--- src/rtl/calc_core.sv ---
// Multi-cycle add/sub/shift-add multiply/restoring divide engine with registered results and done pulse.
// Optional CALC_BCD_EN adds a double-dabble CONV state and the bcd_o port.
module calc_core #(
  parameter int unsigned W          = 4,
  parameter int unsigned BCD_DIGITS = 3
) (
  input  logic              clk_i,
  input  logic              clr_i,
  input  logic              start_i,
  input  logic [1:0]        op_i,
  input  logic [W-1:0]      a_i,
  input  logic [W-1:0]      b_i,
  output logic              busy_o,
  output logic              done_o,
  output logic [2*W-1:0]    result_o,
  output logic [W-1:0]      rem_o,
  output logic              neg_o,
  output logic              dz_o
`ifdef CALC_BCD_EN
  ,output logic [4*BCD_DIGITS-1:0] bcd_o
`endif
);

  localparam int unsigned RW = 2 * W;
  localparam int unsigned CW = $clog2(2 * W + 1);
  localparam int unsigned BW = 4 * BCD_DIGITS;

  if ((W < 2) || (W > 16) || ((64'd10 ** BCD_DIGITS) <= ((64'd1 << RW) - 64'd1))) begin : g_bad_cfg
    $error("calc_core: W must be 2..16 and BCD_DIGITS must cover 2^(2W)-1");
  end

  typedef enum logic [1:0] {S_IDLE, S_EXEC, S_CONV, S_DONE} state_t;

  state_t         state_q;
  logic [CW-1:0]  cnt_q;
  logic [1:0]     op_q;
  logic [W-1:0]   a_q, b_q;
  logic [RW-1:0]  acc_q, mcand_q;
  logic [W-1:0]   mplier_q, quo_q, prem_q;

  logic [RW-1:0]  acc_d, res_d;
  logic [W:0]     div_shift, div_trial;
  logic [W-1:0]   quo_d, prem_d, rem_d;
  logic           neg_d, dz_d, last_c;

`ifdef CALC_BCD_EN
  logic [RW-1:0]  res_q, bin_q, mag_d;
  logic [W-1:0]   rem_q;
  logic           neg_q, dz_q;
  logic [BW-1:0]  bcd_q, bcd_adj, bcd_d;
`endif

  // One iteration of each datapath plus the final values taken on the last EXEC cycle
  always_comb begin
    acc_d     = mplier_q[0] ? acc_q + mcand_q : acc_q;
    div_shift = {prem_q, quo_q[W-1]};
    div_trial = div_shift - {1'b0, b_q};
    if (div_trial[W]) begin
      prem_d = div_shift[W-1:0];
      quo_d  = {quo_q[W-2:0], 1'b0};
    end else begin
      prem_d = div_trial[W-1:0];
      quo_d  = {quo_q[W-2:0], 1'b1};
    end
    last_c = op_q[1] ? (cnt_q == CW'(W - 1)) : (cnt_q == '0);
    res_d  = '0;
    rem_d  = '0;
    neg_d  = 1'b0;
    dz_d   = 1'b0;
    case (op_q)
      2'b00: res_d = RW'(a_q) + RW'(b_q);
      2'b01: begin
        res_d = RW'(a_q) - RW'(b_q);
        neg_d = (a_q < b_q);
      end
      2'b10: begin
        res_d = RW'(quo_d);
        rem_d = prem_d;
        dz_d  = (b_q == '0);
      end
      default: res_d = acc_d;
    endcase
`ifdef CALC_BCD_EN
    mag_d = (op_q == 2'b01 && neg_d) ? RW'(b_q - a_q) : res_d;
`endif
  end

`ifdef CALC_BCD_EN
  // Double-dabble step: add 3 to any digit >= 5, then shift in the next binary bit
  always_comb begin
    bcd_adj = bcd_q;
    for (int i = 0; i < int'(BCD_DIGITS); i++) begin
      if (bcd_adj[4*i +: 4] >= 4'd5) bcd_adj[4*i +: 4] = bcd_adj[4*i +: 4] + 4'd3;
    end
    bcd_d = {bcd_adj[BW-2:0], bin_q[RW-1]};
  end
`endif

  always_ff @(posedge clk_i) begin
    if (clr_i) begin
      state_q  <= S_IDLE;
      cnt_q    <= '0;
      op_q     <= '0;
      a_q      <= '0;
      b_q      <= '0;
      acc_q    <= '0;
      mcand_q  <= '0;
      mplier_q <= '0;
      quo_q    <= '0;
      prem_q   <= '0;
      busy_o   <= 1'b0;
      done_o   <= 1'b0;
      result_o <= '0;
      rem_o    <= '0;
      neg_o    <= 1'b0;
      dz_o     <= 1'b0;
`ifdef CALC_BCD_EN
      res_q    <= '0;
      rem_q    <= '0;
      neg_q    <= 1'b0;
      dz_q     <= 1'b0;
      bin_q    <= '0;
      bcd_q    <= '0;
      bcd_o    <= '0;
`endif
    end else begin
      done_o <= 1'b0;
      case (state_q)
        S_IDLE: begin
          if (start_i) begin
            op_q     <= op_i;
            a_q      <= a_i;
            b_q      <= b_i;
            cnt_q    <= '0;
            acc_q    <= '0;
            mcand_q  <= RW'(a_i);
            mplier_q <= b_i;
            quo_q    <= a_i;
            prem_q   <= '0;
            busy_o   <= 1'b1;
            state_q  <= S_EXEC;
          end
        end
        S_EXEC: begin
          cnt_q    <= cnt_q + CW'(1);
          acc_q    <= acc_d;
          mcand_q  <= mcand_q << 1;
          mplier_q <= mplier_q >> 1;
          quo_q    <= quo_d;
          prem_q   <= prem_d;
          if (last_c) begin
            cnt_q <= '0;
`ifdef CALC_BCD_EN
            res_q   <= res_d;
            rem_q   <= rem_d;
            neg_q   <= neg_d;
            dz_q    <= dz_d;
            bin_q   <= mag_d;
            bcd_q   <= '0;
            state_q <= S_CONV;
`else
            result_o <= res_d;
            rem_o    <= rem_d;
            neg_o    <= neg_d;
            dz_o     <= dz_d;
            busy_o   <= 1'b0;
            done_o   <= 1'b1;
            state_q  <= S_DONE;
`endif
          end
        end
`ifdef CALC_BCD_EN
        S_CONV: begin
          cnt_q <= cnt_q + CW'(1);
          bcd_q <= bcd_d;
          bin_q <= bin_q << 1;
          if (cnt_q == CW'(RW - 1)) begin
            result_o <= res_q;
            rem_o    <= rem_q;
            neg_o    <= neg_q;
            dz_o     <= dz_q;
            bcd_o    <= bcd_d;
            busy_o   <= 1'b0;
            done_o   <= 1'b1;
            state_q  <= S_DONE;
          end
        end
`endif
        S_DONE:  state_q <= S_IDLE;
        default: state_q <= S_IDLE;
      endcase
    end
  end

endmodule

--- config.mk ---
export PLATFORM = sky130hd
export DESIGN_NAME = calc_core
export DESIGN_NICKNAME = d
export VERILOG_FILES = /design/src/rtl/calc_core.sv
export SDC_FILE = /design/constraint.sdc
export NUM_CORES = 1
export LEC_CHECK = 0
export BUFFER_PORTS_ARGS = -buffer_cell sky130_fd_sc_hd__buf_2
export CORE_MARGIN = 5
export CORE_UTILIZATION = 30
export DETAILED_ROUTE_END_ITERATION = 10
export GPL_TIMING_DRIVEN = 0
export PLACE_DENSITY = 0.51
export SETUP_SLACK_MARGIN = 0.4
export SYNTH_ARGS = -nofsm -noshare
export SYNTH_HDL_FRONTEND = slang
export SYNTH_SLANG_ARGS = --single-unit
--- constraint.sdc ---
create_clock -name clk_i -period 5.6 [get_ports clk_i]
set_input_delay 1.12 -clock clk_i [delete_from_list [all_inputs] [get_ports clk_i]]
set_output_delay 1.12 -clock clk_i [all_outputs]
set_load 0.02 [all_outputs]
* Word level (Yosys, flattened, before mapping)
Cells that the tools add are included.
Cells by class: $lt $le $gt $ge 1, add/sub/neg operators 5, equality and inequality tests 6, bitwise operators 1, mux-type cells 27, reductions and logical operators 11
Operators with widths (count):
- 4-bit one-hot mux with 2 select lines | 4
- 8-bit one-hot mux with 2 select lines | 2
- 4-bit 2-to-1 mux | 6
- 8-bit 2-to-1 mux | 3
- 8-bit one-hot mux with 3 select lines | 1
- 8-bit adder | 1
- 4-bit logical NOT | 2
- 2-bit AND reduction | 4
- 1-bit 2-to-1 mux | 7
- 4-bit by 4-bit adder with 5-bit output | 1
- 4-bit by 4-bit subtractor with 5-bit output | 1
- 5-bit by 4-bit subtractor with 5-bit output | 1
- 4-bit by 1-bit adder with 4-bit output (second input constant) | 1
- 2-bit by 1-bit == test with 1-bit output (second input constant) | 2
- 4-bit by 2-bit == test with 1-bit output (second input constant) | 1
- 2-bit logical NOT | 2
- 4-bit < comparator | 1
- 2-bit 2-to-1 mux | 2
- 2-bit != test (second input constant) | 2
- 2-bit one-hot mux with 2 select lines | 1
- 3-bit AND reduction | 1
- 2-bit == test (second input constant) | 1
- 1-bit one-hot mux with 2 select lines | 1
- 2-bit nonzero test | 1
- other kinds (2) | 2
Storage, ports and cells: flip-flop bits (word level) 60, word-level logic and storage cells 67

* Longest topological paths before layout
word-level depth 4, mapped depth 10, depth with buffers taken out 10

* Worst setup path after synthesis
Ideal clock, no wire load.
path kind input port to flip-flop, start input start_i, end register mcand_q[4], path slack 3.389 ns, library setup time 0.128 ns, stages on the path 7, data arrival time 2.083 ns, path buffers 3, data required time 5.472 ns, cells stage by stage buf_2 -> nor2_1 -> or2_2 -> clkbuf_1 -> buf_2 -> a22oi_1 -> nor2_1
Between the ends: longest elaborated chain between the ends 2
RTL lines:
- start: declaration | line 9 | input logic start_i,
- 2-bit != test (no source line)
- 2-bit AND reduction (no source line)
- end signal: assignment | line 136 | mcand_q <= RW'(a_i);
- end signal: assignment | line 147 | mcand_q <= mcand_q << 1;
- end: declaration | line 38 | logic [RW-1:0] acc_q, mcand_q;
No other way between the ends. A chain may end at the register's enable or synchronous reset.

* Worst setup path in the final report
start register b_q[1], end register prem_q[3]
Between the ends: longest elaborated chain between the ends 3
RTL lines:
- start: declaration | line 37 | logic [W-1:0] a_q, b_q;
- start signal: assignment | line 133 | b_q <= b_i;
- 5-bit by 4-bit subtractor with 5-bit output | line 57 | div_trial = div_shift - {1'b0, b_q};
- 4-bit 2-to-1 mux | line 58 | if (div_trial[W]) begin
- 4-bit one-hot mux with 2 select lines | line 128 | case (state_q)
- end signal: assignment | line 150 | prem_q <= prem_d;
- end: declaration | line 39 | logic [W-1:0] mplier_q, quo_q, prem_q;
No other way between the ends.

==> key figures <==
Yosys
  • Average cell area after synthesis: roughly 8.4 µm²
  • Top cells by count, synth: sky130_fd_sc_hd__dfxtp_1, sky130_fd_sc_hd__nand2_1, sky130_fd_sc_hd__a21oi_1, sky130_fd_sc_hd__nor2_1
  • Dominant cell type by area after synthesis: sky130_fd_sc_hd__dfxtp_1
  • Number of register bits inferred by synthesis: 60
  • Most used flip-flop cell after synthesis: sky130_fd_sc_hd__dfxtp_1
  • Register area share after synthesis: 37.7%
  • Cells after synthesis: 378
  • Number of warnings printed during yosys synthesis: 0
  • Count of unique library cells instantiated by Yosys: 52
  • Mapped Area: ~3200 µm²
  • Dominant cell by count in the synthesized netlist: sky130_fd_sc_hd__dfxtp_1
  • FFs w/ async S/R, synth: 0%
  • Area share of the largest cell type after synthesis: 37.7%
  • Syn Nets: 416
  • Synth area leaders: sky130_fd_sc_hd__dfxtp_1, sky130_fd_sc_hd__ha_1, sky130_fd_sc_hd__a21oi_1, sky130_fd_sc_hd__nand2_1, sky130_fd_sc_hd__nor2_1
  • Number of flops mapped to enable cells by yosys: 0

Critical path
  • CP peak stage delay: just under 500 ps
  • Bufs and invs on worst path: 1
  • Setup Crit Path Kind: reg2reg
  • Required time of the worst setup path: 5810 ps
  • CP Capture Type: flip-flop
  • Kind of cell with the highest combined delay on the critical path: adder cells
  • Max FO, Critical Path: 8
  • Crit path DAT: 2590 ps
  • Crit path launch type: flip-flop
  • Critical-path top delay cell: sky130_fd_sc_hd__fa_1
  • Cell-by-cell listing of the critical path: inv_1, fa_1, a21o_1, a21oi_1, xnor2_1, mux2i_1, o21ai_0

Floorplan
  • Die area: 12800 µm²
  • Die X-Extent: 113 µm
  • Core Footprint: 10300 µm²
  • Standard-cell row count: 37
  • Number of top-level pins: 29
  • Initial core utilization: between 30% and 40%
  • Vert. Die Dim: 113 µm

Drt
  • Vias per cell: 5.05
  • Initial detailed-routing violation count: between 100 and 150
  • Final routed wire length divided by cell count: 16.0 µm
  • Router iterations before antenna repair: 5
  • DRT antenna net count: 0
  • Post-detailed-routing wire length: 8910 µm
  • Total number of vias: 2809
  • DRC violation count after routing: 0

Clock network
  • Root Driver: sky130_fd_sc_hd__clkbuf_8
  • # clock sinks: 60
  • Longest Clk Path Bufs: 2
  • Clock-pin slew of the registers on the worst-case setup and hold paths: 70 ps
  • Postcts setup bufs: 0
  • CTS Buf Count: 9
  • Number of buffers inserted by hold repair at cts: 0
  • H-Tree Level Count: 3
  • Number of gates resized after CTS: 0
  • Clock tree from TritonCTS: done
  • Source-to-sink clock delay at the later pin of the worst-skew pair: 340 ps

GRT
  • Overflow after GRT: 0
  • Wire length of the first global-routing pass: 14500 µm
  • Largest net degree at the start of global routing: 11
  • Vias in the first global route: 2753
  • Number of antenna violations at the first check in global routing: 0
  • Global-route total usage across every layer: 14.6%

Place
  • Number of instances in the placed design: 541
  • HPWL Detailed: 6680 µm
  • RePlAce Congestion: approximately 0.84
  • Number of buffers added on ports: 27
  • Post-DP Area: 3490 µm²

STA
  • Endpoints failing setup: 0
  • Max frequency: between 400 and 500 MHz
  • Portion of the clock cycle consumed by the worst path in the final layout: 42.5%
  • Max-slew violations: 0
  • Worst slew pin tran: 772 ps
  • Worst clock skew: 12.1 ps
  • Unrepaired setup endpoints after global routing: false
  • Worst hold margin: between 400 and 500 ps
  • Post-layout min period: roughly 2400 ps
  • Total negative slack: 0 ps
  • Worst slew margin relative to its limit: between 40% and 50%
  • Count of final hold-check violations: 0

Final layout
  • Post-Layout Cell Count: 556
  • Post-synthesis to final-layout area growth: 14.3%
  • Largest registers: acc_q: 8 flops, mcand_q: 8 flops, result_o: 8 flops
  • Number of diodes added for antenna fixing: 0
  • Fraction of layout cells with a size suffix above 1: 14.5%
  • Number of nets in the layout: 454
  • Post-Layout Inst Area: 3640 µm²

Power
  • Power per cell area: 283 nW/µm²
  • Int Pwr: 700 µW
  • Switching Power: 332 µW
  • Part of the power in combinational logic: between 20% and 30%
  • Portion of total power attributed to the clock network: 31.0%
  • Seq pwr share: a little under half
  • Fraction of power spent switching nets: 32.1%
  • Peak supply drop: 0.0000964 V
  • Leak Pwr: 0.00146 µW

Status
  • Result of the run: finished clean

Flow run
  • Count of maximum capacitance violations: 0

Worst hold path
  • Hold Path Class: reg2reg
==> cell families (layout without fill, tap and decap cells) <==
| logic type | after synthesis | count (layout) | synth area share, % |
|---|---|---|---|
| AOI/OAI and AO/OA | 112 | 112 | 22.3 |
| adders and majority gates | 25 | 25 | 10.8 |
| DFF | 60 | 60 | 37.7 |
| xor gates and xnor gates | 12 | 12 | 3.30 |
| and+or+nand+nor | 121 | 121 | 17.9 |
| buffers and inverters | 42 | 84 | 5.85 |
| muxes | 6 | 6 | 2.28 |
==> layout make-up <==
class / count / area (µm²)
plain buffers: 22 / 111
clock buffers: 12 / 135
inverters: 20 / 75.1
well taps: 136 / 170
fillers: 1091 / 6680
repair buffers: 27 / 135
flip-flops and latches: 60 / 1200
clock inverters: 3 / 15.0
multi-input cells: 276 / 1800
==> final timing paths <==
| path | cells past startpoint | slack (ps) | end | start |
|---|---|---|---|---|
| setup / recovery | 7 | 3220 | prem_q[3] | b_q[1] |
| hold / removal | 2 | 450 | dz_o | dz_o |
| setup reg to reg | 7 | 3220 | prem_q[3] | b_q[1] |
| hold reg to reg | 2 | 450 | dz_o | dz_o |
==> worst min-delay path: cells and delay by family, from the launching register on <==
kind / cells / cell delay, ps
flip-flops: 1 / 300
AND/OR/NAND/NOR: 1 / 50
AO/OA/AOI/OAI: 1 / 50
==> through the flow <==
stage	utilization, %	setup WS [ps]	power, µW
after floorplan	-	3390	650
after global routing	35.3	3010	1100
final	35.3	3220	1030
after CTS	35.3	3180	1040
after global placement	33.8	3010	719
after detailed placement	33.8	2990	721
==> routing by layer <==
layer | part of all wire, % | global-route usage [%] | wire (µm)
met3 | 6.5 | 3.10 | 575
met2 | 44 | 22.1 | 3960
met1 | 48 | 20.2 | 4240
met5 | 0 | 0 | 0
met4 | 1.5 | 5.93 | 138
==> placed cells by master, fill, tap and decap left out, types with 5 or more instances in the layout <==
cell                       instances
sky130_fd_sc_hd__nor2_1           40
sky130_fd_sc_hd__nor4_1            5
sky130_fd_sc_hd__clkbuf_1         14
sky130_fd_sc_hd__xnor2_1           9
sky130_fd_sc_hd__a21oi_1          40
sky130_fd_sc_hd__nand3b_1          5
sky130_fd_sc_hd__mux2i_1           5
sky130_fd_sc_hd__a22oi_1          12
sky130_fd_sc_hd__nand2_1          43
sky130_fd_sc_hd__o21ai_0          21
sky130_fd_sc_hd__dfxtp_1          60
sky130_fd_sc_hd__clkbuf_8          9
sky130_fd_sc_hd__buf_2            35
sky130_fd_sc_hd__nor2b_1          10
sky130_fd_sc_hd__inv_1            20
sky130_fd_sc_hd__ha_1             21
==> power groups by stage <==
stage,logic (µW),registers (µW),clock network [µW]
final,236,476,320
after global placement,234,485,0
after detailed placement,235,486,0
after CTS,237,477,329
after global routing,265,480,355
after floorplan,161,489,0
(Power assumes the default switching activity.)
